$ cat config.mk
export PLATFORM = sky130hd
export DESIGN_NAME = mode_switch_mux_flat
export DESIGN_NICKNAME = d
export VERILOG_FILES = /design/src/rtl/mode_switch_mux_if.sv /design/src/rtl/mode_switch_mux.sv /design/src/flat_wrapper.sv
export SDC_FILE = /design/constraint.sdc
export NUM_CORES = 1
export LEC_CHECK = 0
export CORE_MARGIN = 2
export CORE_UTILIZATION = 43
export CTS_BUF_LIST = sky130_fd_sc_hd__clkbuf_8
export DETAILED_ROUTE_END_ITERATION = 7
export GPL_ROUTABILITY_DRIVEN = 0
export PLACE_DENSITY = 0.95
export SETUP_SLACK_MARGIN = 0.1
export SKIP_CTS_REPAIR_TIMING = 1
export SLEW_MARGIN = 40
export SYNTH_ARGS = -nofsm -noshare
export SYNTH_HDL_FRONTEND = slang
export SYNTH_SLANG_ARGS = --single-unit
$ cat constraint.sdc
create_clock -name clk -period 7.25 [get_ports clk]
set_input_delay 1.8125 -clock clk [delete_from_list [all_inputs] [get_ports clk]]
set_output_delay 1.8125 -clock clk [all_outputs]
set_load 0.005 [all_outputs]
$ cat src/rtl/mode_switch_mux_if.sv
// Bundle of the mode selector's request inputs, per-mode output bundles and board-pin outputs.
//   master : drives buttons, enable/busy masks and per-mode bundles; observes pin outputs
//   slave  : the selector itself (mode_switch_mux)
// Per-mode buses pack mode i at [i*W +: W].
interface mode_switch_mux_if #(
  parameter int unsigned NUM_MODES = 3,
  parameter int unsigned MODE_W    = 2,
  parameter int unsigned SEG_W     = 8,
  parameter int unsigned AN_W      = 4,
  parameter int unsigned ACT_W     = 3,
  parameter int unsigned LED_W     = 16
);
  logic                       btn_next;
  logic                       btn_prev;
  logic [NUM_MODES-1:0]       mode_enable;
  logic [NUM_MODES-1:0]       mode_busy;
  logic [NUM_MODES*SEG_W-1:0] mode_seg;
  logic [NUM_MODES*AN_W-1:0]  mode_an;
  logic [NUM_MODES-1:0]       mode_buzzer;
  logic [NUM_MODES*ACT_W-1:0] mode_act;

  logic [SEG_W-1:0]           seg;
  logic [AN_W-1:0]            an;
  logic                       buzzer;
  logic [ACT_W-1:0]           act;
  logic [LED_W-1:0]           led;
  logic [MODE_W-1:0]          mode;
  logic                       mode_change;
  logic                       switch_denied;

  modport master (
    output btn_next, btn_prev, mode_enable, mode_busy,
    output mode_seg, mode_an, mode_buzzer, mode_act,
    input  seg, an, buzzer, act, led, mode, mode_change, switch_denied
  );

  modport slave (
    input  btn_next, btn_prev, mode_enable, mode_busy,
    input  mode_seg, mode_an, mode_buzzer, mode_act,
    output seg, an, buzzer, act, led, mode, mode_change, switch_denied
  );
endinterface

$ cat src/rtl/mode_switch_mux.sv
// mode_switch_mux: active-mode selector and output multiplexer for NUM_MODES appliance apps.
//
// Steps the active mode forward/back on one-cycle button pulses, skipping disabled modes and
// refusing to leave a busy mode. The active mode's seg/an/buzzer/act bundle is registered onto
// the board pins (1-cycle latency); every accepted switch blanks the pins for BLANK_CYCLES.
//
// Ports:
//   clk    in  system clock
//   reset  in  synchronous, active-high reset
//   bus    mode_switch_mux_if.slave
//          in : btn_next, btn_prev, mode_enable, mode_busy, mode_seg, mode_an, mode_buzzer,
//               mode_act
//          out: seg, an, buzzer, act (registered pins), led (one-hot mode indicator in the
//               top NUM_MODES bits), mode, mode_change, switch_denied (one-cycle pulses)
//
// Configuration macro:
//   MODE_BEEP_EN  buzzer held high for every blanking cycle and for the cycle switch_denied
//                 pulses. Undefined: buzzer is 0 while blanked and denials are silent.
module mode_switch_mux #(
  parameter int unsigned NUM_MODES    = 3,
  parameter int unsigned MODE_W       = 2,
  parameter int unsigned SEG_W        = 8,
  parameter int unsigned AN_W         = 4,
  parameter int unsigned ACT_W        = 3,
  parameter int unsigned LED_W        = 16,
  parameter int unsigned BLANK_CYCLES = 4
) (
  input logic              clk,
  input logic              reset,
  mode_switch_mux_if.slave bus
);

  localparam int unsigned CntW = (BLANK_CYCLES > 1) ? $clog2(BLANK_CYCLES) : 1;
  localparam logic [CntW-1:0] CntLoad = CntW'(BLANK_CYCLES - 1);
  localparam logic [MODE_W:0] NumModesW = (MODE_W + 1)'(NUM_MODES);

  typedef enum logic [0:0] {
    StActive,
    StBlank
  } state_e;

  // Nearest enabled mode other than cur, walking forward or backward with wrap-around.
  // Returns {found, index}; found=0 when cur is the only enabled mode (or none are).
  function automatic logic [MODE_W:0] seek_enabled(input logic [MODE_W-1:0]    cur,
                                                   input logic [NUM_MODES-1:0] en,
                                                   input logic                 fwd);
    logic [MODE_W:0]   res;
    logic [MODE_W:0]   sum;
    logic [MODE_W-1:0] idx;
    res = '0;
    // Walk from the farthest offset inwards so the nearest hit is the one that sticks.
    for (int off = int'(NUM_MODES) - 1; off >= 1; off--) begin
      // Backward step is done as +(N-off) so both directions stay in [0, 2N).
      if (fwd) begin
        sum = {1'b0, cur} + (MODE_W + 1)'(off);
      end else begin
        sum = {1'b0, cur} + NumModesW - (MODE_W + 1)'(off);
      end
      if (sum >= NumModesW) begin
        sum = sum - NumModesW;
      end
      idx = sum[MODE_W-1:0];
      if (en[idx]) begin
        res = {1'b1, idx};
      end
    end
    return res;
  endfunction

  state_e            state_q, state_d;
  logic [CntW-1:0]   blank_cnt_q, blank_cnt_d;
  logic [MODE_W-1:0] mode_q, mode_d;
  logic              mode_change_q, mode_change_d;
  logic              switch_denied_q, switch_denied_d;
  logic [SEG_W-1:0]  seg_q, seg_d;
  logic [AN_W-1:0]   an_q, an_d;
  logic              buzzer_q, buzzer_d;
  logic [ACT_W-1:0]  act_q, act_d;
  logic [LED_W-1:0]  led_q, led_d;

  logic              any_en;
  logic              cur_en;
  logic              cur_busy;
  logic [MODE_W:0]   fwd_seek;
  logic [MODE_W:0]   bwd_seek;
  logic [MODE_W:0]   req_seek;
  logic              one_btn;
  logic              blank_out;

  assign any_en   = |bus.mode_enable;
  assign cur_en   = bus.mode_enable[mode_q];
  assign cur_busy = bus.mode_busy[mode_q];
  assign fwd_seek = seek_enabled(mode_q, bus.mode_enable, 1'b1);
  assign bwd_seek = seek_enabled(mode_q, bus.mode_enable, 1'b0);
  assign one_btn  = bus.btn_next ^ bus.btn_prev;
  assign req_seek = bus.btn_next ? fwd_seek : bwd_seek;

  // Mode sequencing.
  always_comb begin
    state_d         = state_q;
    blank_cnt_d     = blank_cnt_q;
    mode_d          = mode_q;
    mode_change_d   = 1'b0;
    switch_denied_d = 1'b0;

    unique case (state_q)
      StActive: begin
        // With nothing enabled the current mode is simply held.
        if (any_en) begin
          if (!cur_en) begin
            // Current mode was disabled under us: forced forward move, busy is ignored.
            // fwd_seek always hits here because another mode must be enabled.
            if (fwd_seek[MODE_W]) begin
              mode_d        = fwd_seek[MODE_W-1:0];
              mode_change_d = 1'b1;
              state_d       = StBlank;
              blank_cnt_d   = CntLoad;
            end
          end else if (one_btn) begin
            if (cur_busy || !req_seek[MODE_W]) begin
              switch_denied_d = 1'b1;
            end else begin
              mode_d        = req_seek[MODE_W-1:0];
              mode_change_d = 1'b1;
              state_d       = StBlank;
              blank_cnt_d   = CntLoad;
            end
          end
        end
      end
      StBlank: begin
        // Buttons are ignored here; the counter runs down to 0 then returns to active.
        if (blank_cnt_q == '0) begin
          state_d = StActive;
        end else begin
          blank_cnt_d = blank_cnt_q - 1'b1;
        end
      end
      default: begin
        state_d = StActive;
      end
    endcase
  end

  // Pin outputs are registered: they reflect the state being entered, so the cycle right
  // after an accept is already blanked and the first unblanked cycle shows the new mode.
  assign blank_out = (state_d == StBlank) || !any_en;

  always_comb begin
    seg_d = '1;
    an_d  = '1;
    act_d = '0;
    led_d = '0;
    if (!blank_out) begin
      seg_d = bus.mode_seg[mode_q*SEG_W +: SEG_W];
      an_d  = bus.mode_an[mode_q*AN_W +: AN_W];
      act_d = bus.mode_act[mode_q*ACT_W +: ACT_W];
    end
`ifdef MODE_BEEP_EN
    // Switch chirp across the whole blanking window, plus a one-cycle beep on refusal.
    buzzer_d = (state_d == StBlank) || switch_denied_d ||
               (!blank_out && bus.mode_buzzer[mode_q]);
`else
    buzzer_d = !blank_out && bus.mode_buzzer[mode_q];
`endif
    // LED tracks the mode being entered so it updates at the start of blanking.
    for (int i = 0; i < int'(NUM_MODES); i++) begin
      led_d[LED_W-1-i] = any_en && (mode_d == MODE_W'(i));
    end
  end

  always_ff @(posedge clk) begin
    if (reset) begin
      state_q         <= StActive;
      blank_cnt_q     <= '0;
      mode_q          <= '0;
      mode_change_q   <= 1'b0;
      switch_denied_q <= 1'b0;
      seg_q           <= '1;
      an_q            <= '1;
      buzzer_q        <= 1'b0;
      act_q           <= '0;
      led_q           <= '0;
    end else begin
      state_q         <= state_d;
      blank_cnt_q     <= blank_cnt_d;
      mode_q          <= mode_d;
      mode_change_q   <= mode_change_d;
      switch_denied_q <= switch_denied_d;
      seg_q           <= seg_d;
      an_q            <= an_d;
      buzzer_q        <= buzzer_d;
      act_q           <= act_d;
      led_q           <= led_d;
    end
  end

  assign bus.seg           = seg_q;
  assign bus.an            = an_q;
  assign bus.buzzer        = buzzer_q;
  assign bus.act           = act_q;
  assign bus.led           = led_q;
  assign bus.mode          = mode_q;
  assign bus.mode_change   = mode_change_q;
  assign bus.switch_denied = switch_denied_q;

endmodule

$ cat src/flat_wrapper.sv
// flat-port wrapper written by rule: the top's interface ports become plain ports
module mode_switch_mux_flat 
#(
  parameter int unsigned NUM_MODES    = 3,
  parameter int unsigned MODE_W       = 2,
  parameter int unsigned SEG_W        = 8,
  parameter int unsigned AN_W         = 4,
  parameter int unsigned ACT_W        = 3,
  parameter int unsigned LED_W        = 16,
  parameter int unsigned BLANK_CYCLES = 4
)
  (clk, reset, bus_btn_next, bus_btn_prev, bus_mode_enable, bus_mode_busy, bus_mode_seg, bus_mode_an, bus_mode_buzzer, bus_mode_act, bus_seg, bus_an, bus_buzzer, bus_act, bus_led, bus_mode, bus_mode_change, bus_switch_denied);
  mode_switch_mux_if #(.NUM_MODES(NUM_MODES), .MODE_W(MODE_W), .SEG_W(SEG_W), .AN_W(AN_W), .ACT_W(ACT_W), .LED_W(LED_W)) bus_i ();
  input logic clk;
  input logic reset;
  input wire logic [$bits(bus_i.btn_next)-1:0] bus_btn_next;
  input wire logic [$bits(bus_i.btn_prev)-1:0] bus_btn_prev;
  input wire logic [$bits(bus_i.mode_enable)-1:0] bus_mode_enable;
  input wire logic [$bits(bus_i.mode_busy)-1:0] bus_mode_busy;
  input wire logic [$bits(bus_i.mode_seg)-1:0] bus_mode_seg;
  input wire logic [$bits(bus_i.mode_an)-1:0] bus_mode_an;
  input wire logic [$bits(bus_i.mode_buzzer)-1:0] bus_mode_buzzer;
  input wire logic [$bits(bus_i.mode_act)-1:0] bus_mode_act;
  output wire logic [$bits(bus_i.seg)-1:0] bus_seg;
  output wire logic [$bits(bus_i.an)-1:0] bus_an;
  output wire logic [$bits(bus_i.buzzer)-1:0] bus_buzzer;
  output wire logic [$bits(bus_i.act)-1:0] bus_act;
  output wire logic [$bits(bus_i.led)-1:0] bus_led;
  output wire logic [$bits(bus_i.mode)-1:0] bus_mode;
  output wire logic [$bits(bus_i.mode_change)-1:0] bus_mode_change;
  output wire logic [$bits(bus_i.switch_denied)-1:0] bus_switch_denied;
  assign bus_i.btn_next = bus_btn_next;
  assign bus_i.btn_prev = bus_btn_prev;
  assign bus_i.mode_enable = bus_mode_enable;
  assign bus_i.mode_busy = bus_mode_busy;
  assign bus_i.mode_seg = bus_mode_seg;
  assign bus_i.mode_an = bus_mode_an;
  assign bus_i.mode_buzzer = bus_mode_buzzer;
  assign bus_i.mode_act = bus_mode_act;
  assign bus_seg = bus_i.seg;
  assign bus_an = bus_i.an;
  assign bus_buzzer = bus_i.buzzer;
  assign bus_act = bus_i.act;
  assign bus_led = bus_i.led;
  assign bus_mode = bus_i.mode;
  assign bus_mode_change = bus_i.mode_change;
  assign bus_switch_denied = bus_i.switch_denied;
  mode_switch_mux #(.NUM_MODES(NUM_MODES), .MODE_W(MODE_W), .SEG_W(SEG_W), .AN_W(AN_W), .ACT_W(ACT_W), .LED_W(LED_W), .BLANK_CYCLES(BLANK_CYCLES)) u_core (.clk(clk), .reset(reset), .bus(bus_i));
endmodule
==> results_dict.tcl <==
set metrics [dict create \
    status "finished clean" \
    hold_start "u_core.blank_cnt_q[0]" \
    ys_types 49 \
    crit_required_ns 7.39 \
    timing.rr.start "u_core.bus.mode[0]" \
    finalCritPeriodShare_pct 57.4 \
    grt_pass1_wl_um 7320 \
    async_flop_share_pct 0 \
    yosysMostFrequentCell "dfxtp_1" \
    seq_area_frac_synth_pct 30.0 \
    synth_edf_count 0 \
    power.leakage_nw 0.928 \
    avgViaCountPerCell 5.47 \
    start_util_pct 44.0 \
    hpwl_um 3880 \
    clock_skew_ns 0.00642 \
    syn_area_per_cell_um2 9.05 \
    fp-row-count 23 \
    synth_top_cell_by_area "dfxtp_1" \
    drtIter0Drc 47 \
    min-delay-path-class "reg -> reg" \
    dieWidth_um 67.6 \
    fillCellCount 321 \
    drt_wl_total_um 5200 \
    ff2ff_setup_slack_ns 3.98 \
    finalSetupViolCount 0 \
    cts_max_path_buffers 2 \
    irDropWorstVdd_mv 0.132 \
    routedWlPerCell_um 16.3 \
    synth_common_cells "26 x dfxtp_1, 20 x nand2_1, 18 x mux2i_1, 14 x buf_4, 10 x o211ai_2" \
    drcViolationCount 0 \
    synth_warnings 0 \
    drt_pre_antenna_iters 4 \
    ys_ff_latch 26 \
    netlist_area_mm2 0.00174 \
    crit_chain "clkdlybuf4s50_1, mux2_2, mux2i_1, nor2_1, a32o_2, a211oi_4, buf_4, o211ai_1" \
    tns_ns 0 \
    p_per_area_mw_per_mm2 289 \
    switching_share_pct 40.1 \
    report.final.slew_viol_count 0 \
    cp-start-kind "input port" \
    cts_tree "done" \
    grt_pass1_vias 1633 \
    synthFlopType "dfxtp_1" \
    rr_endpoint "u_core.bus.seg[5]" \
    min_to "u_core.blank_cnt_q[0]" \
    fmax_ghz 0.240 \
    cts_buffers 3 \
    netlist_instances 192 \
    path_clk_slew_ns 0.08 \
    core_area_mm2 0.00394 \
    grt_max_degree 19 \
    crit_slowest_cell "clkdlybuf4s50_1" \
    portBuffers 80 \
    cp_top_family "buffers and inverters" \
    synth.area.top_cells "dfxtp_1 30%, mux2i_1 10%, o211ai_2 7.2%, buf_4 6.1%, nand2_1 4.3%" \
    post-route-util_pct 65.0 \
    pin_count 94 \
    pwr-share-clk_pct 11.1 \
    path_class "in -> reg" \
    antenna-diode-count 0 \
    antenna_found_initial 0 \
    ant_nets 0 \
    finalCriticalPeriod_ns 4.16 \
    cap_violations 0 \
    worstPathArrival_ns 4.30 \
    reg2regPathDepth 9 \
    final_area_mm2 0.00256 \
    nNetsFinal 332 \
    place_area_mm2 0.00251 \
    p_seq_share_pct 29.4 \
    die_h_um 67.6 \
    maxSlewHeadroom_pct 66.3 \
    vias 1739 \
    p_int_w 0.000443 \
    rsz0062_at_grt "false" \
    cts.htree.levels 1 \
    cts_sinks 26 \
    finalHoldViolCount 0 \
    path_buf_inv 2 \
    areaGrowthSynthToFinish_pct 47.5 \
    finalNonFillerCells 318 \
    grt_overflow 0 \
    worst_slew_pin_slew_ns 0.504 \
    dp_cells 314 \
    holdWs_ns 0.579 \
    pwr-share-comb_pct 59.5 \
    drive_gt1_share_pct 10.8 \
    dieArea_mm2 0.00456 \
    gr-usage-all-layers_pct 21.1 \
    crit_path_end_kind "flop" \
    hold_depth 2 \
    synth_top_cell_area_share_pct 30.0 \
    p_sw_w 0.000297 \
    path_max_fanout 13 \
    clockRootBuffer "clkbuf_8" \
    cpPeakStageDelay_ns 0.58 \
    worst_skew_pair.late_latency_ns 0.27 \
]
-- kinds of logic after synthesis --
logic type,Yosys count,share of synthesized area [%]
AO/OA/AOI/OAI,46,24.6
XOR/XNOR,2,1.01
adder cells (fa/ha/maj),4,2.88
buffers and inverters,31,10.7
flip-flops,26,30.0
multiplexers,20,11.7
other,1,0.216
AND/OR/NAND/NOR,62,19.0
-- per-stage QoR --
stage | worst slack (ns) | total power [W]
2_1_floorplan | 3.70 | 0.000481
3_3_place_gp | 2.82 | 0.000626
3_5_place_dp | 2.61 | 0.000648
4_1_cts | 2.91 | 0.000731
5_1_grt | 2.97 | 0.000782
6_report | 3.09 | 0.000740
-- worst reg2reg max path: cells and delay by family (launching register included) --
| kind | cells | cell delay, ns |
|---|---|---|
| adder cells (fa/ha/maj) | 1 | 0.57 |
| flip-flops | 1 | 0.64 |
| AND/OR/NAND/NOR | 2 | 0.58 |
| buffers and inverters | 3 | 0.58 |
| AO/OA/AOI/OAI | 3 | 0.78 |
-- layout make-up --
cell class / instances / area (um2) / area share (%)
clock buffers: 3 / 41.3 / 1.61
inverters: 8 / 30.0 / 1.17
multi-input cells: 147 / 1080 / 42.0
flip-flops and latches: 26 / 520 / 20.3
well taps: 50 / 62.6 / 2.44
repair buffers: 84 / 831 / 32.4
-- power by group through the flow --
stage | sequential, W | combinational (W) | clock (W)
after floorplan | 0.000218 | 0.000263 | 0
after global placement | 0.000218 | 0.000408 | 0
after detailed placement | 0.000220 | 0.000427 | 0
after CTS | 0.000217 | 0.000432 | 0.0000820
after global routing | 0.000222 | 0.000474 | 0.0000860
final | 0.000217 | 0.000441 | 0.0000821
-- layer usage --
| layer | part of all wire (%) | track usage (%) |
|---|---|---|
| met4 | 2.5 | 9.69 |
| met3 | 6.9 | 4.00 |
| met2 | 55 | 40.0 |
| met5 | 0 | 0 |
| met1 | 36 | 22.1 |
-- worst max-delay path by stage --
stage	start	end	slack (ns)	cells past startpoint
detailed placement	bus_mode_enable[2]	u_core.bus.seg[5]	2.61	7
CTS	bus_mode_enable[2]	u_core.bus.seg[5]	2.91	7
finish	bus_mode_enable[2]	u_core.bus.seg[5]	3.09	8
global placement	bus_mode_enable[2]	u_core.bus.seg[5]	2.82	7
global route	bus_mode_enable[2]	u_core.bus.seg[5]	2.97	8
floorplan	bus_mode_enable[1]	u_core.bus.an[0]	3.70	8
-- registers in the layout (all words and copies together), names as in the netlist, 2 cells and up --
name	count
u_core.bus.led	3
u_core.bus.act	3
u_core.bus.an	4
u_core.blank_cnt_q	2
u_core.bus.seg	8
u_core.bus.mode	2
-- cells in the final DEF, fill, tap and decap left out, types with 3 or more instances in the layout --
cell,n
inv_1,8
dfxtp_1,26
nor2_1,8
clkbuf_8,3
ha_1,4
clkdlybuf4s50_1,80
o21ai_0,7
nor3_1,5
and2_1,5
a21oi_1,8
mux2i_1,18
o211ai_2,10
nor2b_1,7
buf_4,4
conb_1,13
nand2_1,20
Power figures use the tool's default switching activity.
